File: config.mk
export PLATFORM = sky130hd
export DESIGN_NAME = fu_mul_pipe_flat
export DESIGN_NICKNAME = d
export VERILOG_FILES = /design/src/rtl/fu_mul_pipe_pkg.sv /design/src/rtl/fu_mul_pipe_if.sv /design/src/rtl/fu_mul_pipe_mul_core.sv /design/src/rtl/fu_mul_pipe.sv /design/src/flat_wrapper.sv
export SDC_FILE = /design/constraint.sdc
export NUM_CORES = 2
export LEC_CHECK = 0
export CAP_MARGIN = 20
export CORE_ASPECT_RATIO = 0.5
export CORE_MARGIN = 5
export CORE_UTILIZATION = 60
export DETAILED_ROUTE_END_ITERATION = 8
export MAX_ROUTING_LAYER = met4
export PLACE_DENSITY = 0.83
export SLEW_MARGIN = 20
export SYNTH_ARGS = -nofsm -noshare
export SYNTH_HDL_FRONTEND = slang
export SYNTH_SLANG_ARGS = --single-unit
File: constraint.sdc
create_clock -name clk -period 23.4 [get_ports clk]
set_input_delay 3.51 -clock clk [delete_from_list [all_inputs] [get_ports clk]]
set_output_delay 3.51 -clock clk [all_outputs]
set_load 0.1 [all_outputs]
File: src/rtl/fu_mul_pipe_pkg.sv
// Shared types for the pipelined RV32M multiply unit: op encoding, request/response
// records and the operand-signedness rules used by the multiplier core.
package fu_mul_pipe_pkg;

  localparam int MUL_OP_W     = 2;
  localparam int DEF_XLEN     = 32;
  localparam int DEF_ROB_W    = 5;
  localparam int DEF_PREG_W   = 6;

  typedef enum logic [MUL_OP_W-1:0] {
    MUL_OP_MUL    = 2'b00,
    MUL_OP_MULH   = 2'b01,
    MUL_OP_MULHSU = 2'b10,
    MUL_OP_MULHU  = 2'b11
  } mul_op_t;

  typedef struct packed {
    mul_op_t                 op;
    logic [DEF_XLEN-1:0]     rs1_v;
    logic [DEF_XLEN-1:0]     rs2_v;
    logic [DEF_ROB_W-1:0]    rob_id;
    logic [DEF_PREG_W-1:0]   pd;
  } mul_req_t;

  typedef struct packed {
    logic [DEF_XLEN-1:0]     result;
    logic [DEF_ROB_W-1:0]    rob_id;
    logic [DEF_PREG_W-1:0]   pd;
  } mul_resp_t;

  function automatic logic rs1_signed(mul_op_t op);
    return (op == MUL_OP_MULH) || (op == MUL_OP_MULHSU);
  endfunction

  function automatic logic rs2_signed(mul_op_t op);
    return (op == MUL_OP_MULH);
  endfunction

endpackage

File: src/rtl/fu_mul_pipe_if.sv
// Issue and result channels of the multiply unit, each a valid/ready handshake.
interface fu_mul_pipe_if
  import fu_mul_pipe_pkg::*;
#(
  parameter int XLEN   = DEF_XLEN,
  parameter int ROB_W  = DEF_ROB_W,
  parameter int PREG_W = DEF_PREG_W
);

  logic               in_valid;
  logic               in_ready;
  mul_op_t            in_op;
  logic [XLEN-1:0]    in_rs1_v;
  logic [XLEN-1:0]    in_rs2_v;
  logic [ROB_W-1:0]   in_rob_id;
  logic [PREG_W-1:0]  in_pd;

  logic               out_valid;
  logic               out_ready;
  logic [XLEN-1:0]    out_result;
  logic [ROB_W-1:0]   out_rob_id;
  logic [PREG_W-1:0]  out_pd;

  modport master (
    output in_valid, in_op, in_rs1_v, in_rs2_v, in_rob_id, in_pd, out_ready,
    input  in_ready, out_valid, out_result, out_rob_id, out_pd
  );

  modport slave (
    input  in_valid, in_op, in_rs1_v, in_rs2_v, in_rob_id, in_pd, out_ready,
    output in_ready, out_valid, out_result, out_rob_id, out_pd
  );

endinterface

File: src/rtl/fu_mul_pipe_mul_core.sv
// Combinational XLEN x XLEN multiplier returning the low or high product half by op.
module fu_mul_pipe_mul_core
  import fu_mul_pipe_pkg::*;
#(
  parameter int XLEN = DEF_XLEN
) (
  input  mul_op_t          op,
  input  logic [XLEN-1:0]  rs1_v,
  input  logic [XLEN-1:0]  rs2_v,
  output logic [XLEN-1:0]  result
);

  logic signed [XLEN:0]      rs1_ext;
  logic signed [XLEN:0]      rs2_ext;
  logic signed [2*XLEN+1:0]  product;
  logic [1:0]                unused_product_top;

  // One extra bit lets a single signed multiply cover all four signedness mixes.
  assign rs1_ext = {rs1_signed(op) & rs1_v[XLEN-1], rs1_v};
  assign rs2_ext = {rs2_signed(op) & rs2_v[XLEN-1], rs2_v};

  assign product = $signed({{(XLEN+1){rs1_ext[XLEN]}}, rs1_ext})
                 * $signed({{(XLEN+1){rs2_ext[XLEN]}}, rs2_ext});

  always_comb begin
    result = product[2*XLEN-1:XLEN];
    if (op == MUL_OP_MUL) begin
      result = product[XLEN-1:0];
    end
  end

  assign unused_product_top = product[2*XLEN+1:2*XLEN];

endmodule

File: src/rtl/fu_mul_pipe.sv
// Rigid STAGES-deep multiply pipeline: product formed in stage 0, later stages retime it,
// whole pipe freezes on result backpressure and is cleared by flush or reset.
module fu_mul_pipe
  import fu_mul_pipe_pkg::*;
#(
  parameter int XLEN   = DEF_XLEN,
  parameter int STAGES = 3,
  parameter int ROB_W  = DEF_ROB_W,
  parameter int PREG_W = DEF_PREG_W
) (
  input  logic           clk,
  input  logic           rst,
  input  logic           flush,
  fu_mul_pipe_if.slave   fu,
  output logic           busy
);

  typedef struct packed {
    logic               valid;
    logic [XLEN-1:0]    result;
    logic [ROB_W-1:0]   rob_id;
    logic [PREG_W-1:0]  pd;
  } stage_t;

  stage_t             stage_reg [STAGES];
  logic [STAGES-1:0]  valid_vec;
  logic               stall;
  logic               accept;
  logic [XLEN-1:0]    product;

  fu_mul_pipe_mul_core #(.XLEN(XLEN)) u_mul_core (
    .op     (fu.in_op),
    .rs1_v  (fu.in_rs1_v),
    .rs2_v  (fu.in_rs2_v),
    .result (product)
  );

  assign stall        = stage_reg[STAGES-1].valid && !fu.out_ready;
  assign fu.in_ready  = !stall && !flush;
  assign accept       = fu.in_valid && fu.in_ready;

  // A result presented during a flush cycle must not be taken by the arbiter.
  assign fu.out_valid  = stage_reg[STAGES-1].valid && !flush;
  assign fu.out_result = stage_reg[STAGES-1].result;
  assign fu.out_rob_id = stage_reg[STAGES-1].rob_id;
  assign fu.out_pd     = stage_reg[STAGES-1].pd;

  generate
    for (genvar gi = 0; gi < STAGES; gi++) begin : g_stage
      stage_t stage_in;

      if (gi == 0) begin : g_head
        assign stage_in = {accept, product, fu.in_rob_id, fu.in_pd};
      end else begin : g_body
        assign stage_in = stage_reg[gi-1];
      end

      always_ff @(posedge clk) begin
        if (!rst) begin
          stage_reg[gi] <= '0;
        end else if (flush) begin
          stage_reg[gi].valid <= 1'b0;
        end else if (!stall) begin
          stage_reg[gi] <= stage_in;
        end
      end

      assign valid_vec[gi] = stage_reg[gi].valid;
    end
  endgenerate

  assign busy = |valid_vec;

endmodule

File: src/flat_wrapper.sv
// flat-port wrapper written by rule: the top's interface ports become plain ports
module fu_mul_pipe_flat import fu_mul_pipe_pkg::*;
#(
  parameter int XLEN   = DEF_XLEN,
  parameter int STAGES = 3,
  parameter int ROB_W  = DEF_ROB_W,
  parameter int PREG_W = DEF_PREG_W
)
  (clk, rst, flush, busy, fu_in_valid, fu_in_op, fu_in_rs1_v, fu_in_rs2_v, fu_in_rob_id, fu_in_pd, fu_out_ready, fu_in_ready, fu_out_valid, fu_out_result, fu_out_rob_id, fu_out_pd);
  fu_mul_pipe_if #(.XLEN(XLEN), .ROB_W(ROB_W), .PREG_W(PREG_W)) fu_i ();
  input  logic clk;
  input  logic rst;
  input  logic flush;
  output logic busy;
  input wire logic [$bits(fu_i.in_valid)-1:0] fu_in_valid;
  input wire logic [$bits(fu_i.in_op)-1:0] fu_in_op;
  input wire logic [$bits(fu_i.in_rs1_v)-1:0] fu_in_rs1_v;
  input wire logic [$bits(fu_i.in_rs2_v)-1:0] fu_in_rs2_v;
  input wire logic [$bits(fu_i.in_rob_id)-1:0] fu_in_rob_id;
  input wire logic [$bits(fu_i.in_pd)-1:0] fu_in_pd;
  input wire logic [$bits(fu_i.out_ready)-1:0] fu_out_ready;
  output wire logic [$bits(fu_i.in_ready)-1:0] fu_in_ready;
  output wire logic [$bits(fu_i.out_valid)-1:0] fu_out_valid;
  output wire logic [$bits(fu_i.out_result)-1:0] fu_out_result;
  output wire logic [$bits(fu_i.out_rob_id)-1:0] fu_out_rob_id;
  output wire logic [$bits(fu_i.out_pd)-1:0] fu_out_pd;
  assign fu_i.in_valid = fu_in_valid;
  assign fu_i.in_op = fu_in_op;
  assign fu_i.in_rs1_v = fu_in_rs1_v;
  assign fu_i.in_rs2_v = fu_in_rs2_v;
  assign fu_i.in_rob_id = fu_in_rob_id;
  assign fu_i.in_pd = fu_in_pd;
  assign fu_i.out_ready = fu_out_ready;
  assign fu_in_ready = fu_i.in_ready;
  assign fu_out_valid = fu_i.out_valid;
  assign fu_out_result = fu_i.out_result;
  assign fu_out_rob_id = fu_i.out_rob_id;
  assign fu_out_pd = fu_i.out_pd;
  fu_mul_pipe #(.XLEN(XLEN), .STAGES(STAGES), .ROB_W(ROB_W), .PREG_W(PREG_W)) u_core (.clk(clk), .rst(rst), .flush(flush), .fu(fu_i), .busy(busy));
endmodule
==> flow_summary.rst <==
.. list-table::
   :header-rows: 1

   * - Metric
     - Value
   * - Gate count of the mapped netlist
     - approximately 4600
   * - Worst relative slew slack
     - between 20% and 30%
   * - Placeable Area
     - ~0.071 mm2
   * - Unrepaired setup endpoints after global routing
     - false
   * - Beginning of the worst hold path
     - u_core.stage_reg[1][22]
   * - Register area share after synthesis
     - just over 9%
   * - First-pass iteration count of the detailed router
     - 9
   * - Number of flip-flops under the largest register name
     - 132
   * - Type of origin of the critical path
     - input pin
   * - Htree depth
     - 4
   * - Maximum number of buffers from clock root to sink
     - 2
   * - Setup-failing EPs final
     - 0
   * - Count of routing violations after the opening detailed-route iteration
     - about 3000
   * - Final critical-path required period
     - 13.44 ns
   * - CP max FO
     - 18
   * - Worst flop-to-flop path startpoint
     - u_core.stage_reg[2][43]
   * - TritonCTS clock tree
     - built
   * - Count of maximum capacitance violations
     - 0
   * - Number of cell instances on the worst register-to-register path
     - 7
   * - Total detailed-routing wirelength
     - 112000 um
   * - Layout filler cell count
     - 5378
   * - Timing-limited maximum frequency
     - ~74 MHz
   * - TritonCTS Sinks
     - 132
   * - Master of the slowest instance on the critical path
     - sky130_fd_sc_hd__fa_1
   * - Top library cells by usage in the layout, fill and taps aside
     - sky130_fd_sc_hd__inv_1 (1194), sky130_fd_sc_hd__fa_1 (1124), sky130_fd_sc_hd__nand2_1 (811)
   * - Endpoint of the worst hold-timing path
     - u_core.stage_reg[2][22]
   * - Worst-skew pair later-pin latency
     - approximately 0.42 ns
   * - Die Outline Area
     - a little under 0.08 mm2
   * - Core occupancy in the finished layout
     - 63.7%
   * - Worst reg2reg setup slack
     - 20.03 ns
   * - Port Buffer Count
     - about 130
   * - Post-synth EDFFs
     - between 100 and 150
   * - Library cells used by synthesis
     - a little over 60
   * - Leading cell type in the layout, fill and taps excluded
     - sky130_fd_sc_hd__inv_1
   * - Transition at the pin with the smallest max-transition slack
     - about 1.1 ns
   * - Clock tree root buffer cell
     - sky130_fd_sc_hd__clkbuf_16
   * - Antenna violation net count after detailed routing
     - 0
   * - Cell area after synthesis
     - around 0.043 mm2
   * - Overall global routing resource usage
     - between 30% and 40%
   * - Final Cycle Share
     - 57.4%
   * - Number of global-route vias before repair
     - 35300
   * - Total DRC errors in the routed layout
     - 0
   * - GPL Wtd Cong
     - between 1 and 1.5
   * - Cells on Worst Hold Path
     - 1
   * - Total setup buffers inserted after CTS
     - 0
   * - Vias per inst
     - 5.70
   * - Worst EP required
     - 23.55 ns
   * - Synth Net Count
     - slightly above 6000
   * - Fraction of final layout cells with drive strength greater than 1
     - between 2 and 3%
   * - CTS Hold Buffers Added
     - 0
   * - Net count of the finished layout
     - a little under 6000
   * - Endpoint arrival time on the critical path
     - roughly 14 ns
   * - Maximum number of pins on one net before global-route repair
     - ~100
   * - Primary FF master, synth
     - sky130_fd_sc_hd__edfxtp_1
   * - Num CTS Buffers
     - 17
   * - CTS clk-pin slew, worst paths
     - 0.06 ns
   * - Initial standard-cell utilization of the core
     - 60.8%
   * - Average routed wire per standard cell
     - around 20 um
   * - Max Transition Viols Final
     - 0
   * - Die Wd
     - approximately 390 um
   * - FF+latch count, synth
     - 132
   * - Min-delay worst type
     - reg -> reg
   * - Crit path largest cell delay
     - between 0.8 and 0.9 ns
   * - Count of synthesis-stage warnings from yosys
     - 0
   * - Status
     - finished, final reports clean
   * - Worst Path Class, Setup
     - in -> reg
   * - I/O Pins
     - approximately 130
   * - Area growth from synthesis to final layout
     - 4.66%
   * - DP Wirelength
     - roughly 88000 um
   * - Mean cell area of the mapped netlist
     - 9.36 um2
   * - # rows
     - 69
   * - Grt total ovfl
     - 0
   * - Synth async-reset ratio
     - 0%
   * - Cells resized by post-CTS repair
     - 0
   * - Die height
     - between 200 and 250 um
   * - Via count
     - 31500
   * - Number of endpoints with negative hold slack in the final report
     - 0
   * - First-pass GRT wire length
     - between 150000 and 200000 um
   * - Critical path endpoint category
     - flip-flop
   * - Final Skew
     - just under 0.01 ns
   * - Final-layout setup total negative slack
     - 0 ns
   * - Number of antenna violations at the first check in global routing
     - 5
   * - Capture instance of the worst register-to-register path
     - u_core.stage_reg[0][29]
[worst max-delay path, delay by kind of cell]
| family | cells | cell delay (ns) |
|---|---|---|
| fa+ha+maj | 10 | 5.52 |
| compound gates | 9 | 1.66 |
| buf+inv | 9 | 1.63 |
| simple gates | 3 | 1.14 |
| mux | 1 | 0.12 |
[stage by stage]
| stage | hold WS (ns) | cells | setup WS, ns | instance area, um2 |
|---|---|---|---|---|
| 3_3_place_gp | 0.531 | 5481 | 10.03 | 44900 |
| 4_1_cts | 0.551 | 5512 | 10.08 | 45400 |
| 3_5_place_dp | 0.537 | 5481 | 9.68 | 44900 |
| 6_report | 0.548 | 5519 | 9.96 | 45500 |
| 2_1_floorplan | 0.528 | 4642 | 11.58 | 43400 |
| 5_1_grt | 0.565 | 5517 | 9.51 | 45500 |
[layer usage]
layer | GRT usage, % | wire, um | vias up
met5 | - | 0 | -
met4 | 12.1 | 5210 | 0
met3 | 5.95 | 11000 | 413
met2 | 48.2 | 53500 | 1756
met1 | 39.3 | 42100 | 16200
li1 | - | - | 13100
[cell families (layout without fill, tap and decap cells)]
kind of cell | Yosys count | in the layout | share of synthesized area (%)
fa+ha+maj | 1339 | 1339 | 58.0
flops | 132 | 132 | 9.12
mux | 6 | 6 | 0.138
simple gates | 1376 | 1376 | 14.6
compound gates | 228 | 228 | 3.48
other cells | 0 | 7 | 0
xor+xnor | 71 | 71 | 1.43
buf+inv | 1490 | 1402 | 13.2
[layout make-up]
| class | count | area, um2 | share of cell area (%) |
|---|---|---|---|
| multi-input cells | 3020 | 33700 | 74.2 |
| inverters | 1194 | 4480 | 9.86 |
| flip-flops and latches | 132 | 3960 | 8.72 |
| repair buffers | 177 | 1540 | 3.38 |
| well taps | 958 | 1200 | 2.64 |
| clock buffers | 19 | 433 | 0.952 |
| clock inverters | 12 | 90.1 | 0.198 |
| diodes | 7 | 17.5 | 0.0385 |
[synthesized netlist by cell type (6+ instances only)]
library cell	number	area, um2
sky130_fd_sc_hd__nor3_1	9	45.0
sky130_fd_sc_hd__and3_1	123	769
sky130_fd_sc_hd__nor2b_1	8	50.1
sky130_fd_sc_hd__and2_1	274	1710
sky130_fd_sc_hd__edfxtp_1	132	3960
sky130_fd_sc_hd__nand2b_1	6	37.5
sky130_fd_sc_hd__xor2_1	19	166
sky130_fd_sc_hd__o21bai_1	12	90.1
sky130_fd_sc_hd__o21ai_0	35	175
sky130_fd_sc_hd__or3_1	9	56.3
sky130_fd_sc_hd__inv_1	1194	4480
sky130_fd_sc_hd__buf_4	43	323
sky130_fd_sc_hd__a21oi_1	81	405
sky130_fd_sc_hd__nand4_1	15	93.8
sky130_fd_sc_hd__nand2_1	811	3040
sky130_fd_sc_hd__o22ai_1	11	68.8
sky130_fd_sc_hd__nand3_1	13	65.1
sky130_fd_sc_hd__mux2i_1	6	60.1
sky130_fd_sc_hd__fa_1	1125	22500
sky130_fd_sc_hd__or2_2	10	62.6
sky130_fd_sc_hd__nor2_1	92	345
sky130_fd_sc_hd__a21o_1	30	225
sky130_fd_sc_hd__ha_1	214	2680
sky130_fd_sc_hd__clkbuf_1	248	931
sky130_fd_sc_hd__a211oi_1	8	60.1
sky130_fd_sc_hd__xnor2_1	52	455
[worst max path at each step]
stage / startpoint / end / slack (ns) / cells past startpoint
finish: fu_in_op[0] / u_core.stage_reg[0][40] / 9.96 / 32
global route: fu_in_op[0] / u_core.stage_reg[0][40] / 9.51 / 32
CTS: fu_in_op[0] / u_core.stage_reg[0][40] / 10.08 / 32
detailed placement: fu_in_op[0] / u_core.stage_reg[0][40] / 9.68 / 32
global placement: fu_in_op[0] / u_core.stage_reg[0][40] / 10.03 / 32
floorplan: fu_in_op[1] / u_core.stage_reg[0][40] / 11.58 / 34
Power is left out: the tool's default activity adds up to more than one toggle a clock period on the data nets, which glitch-free logic cannot reach.
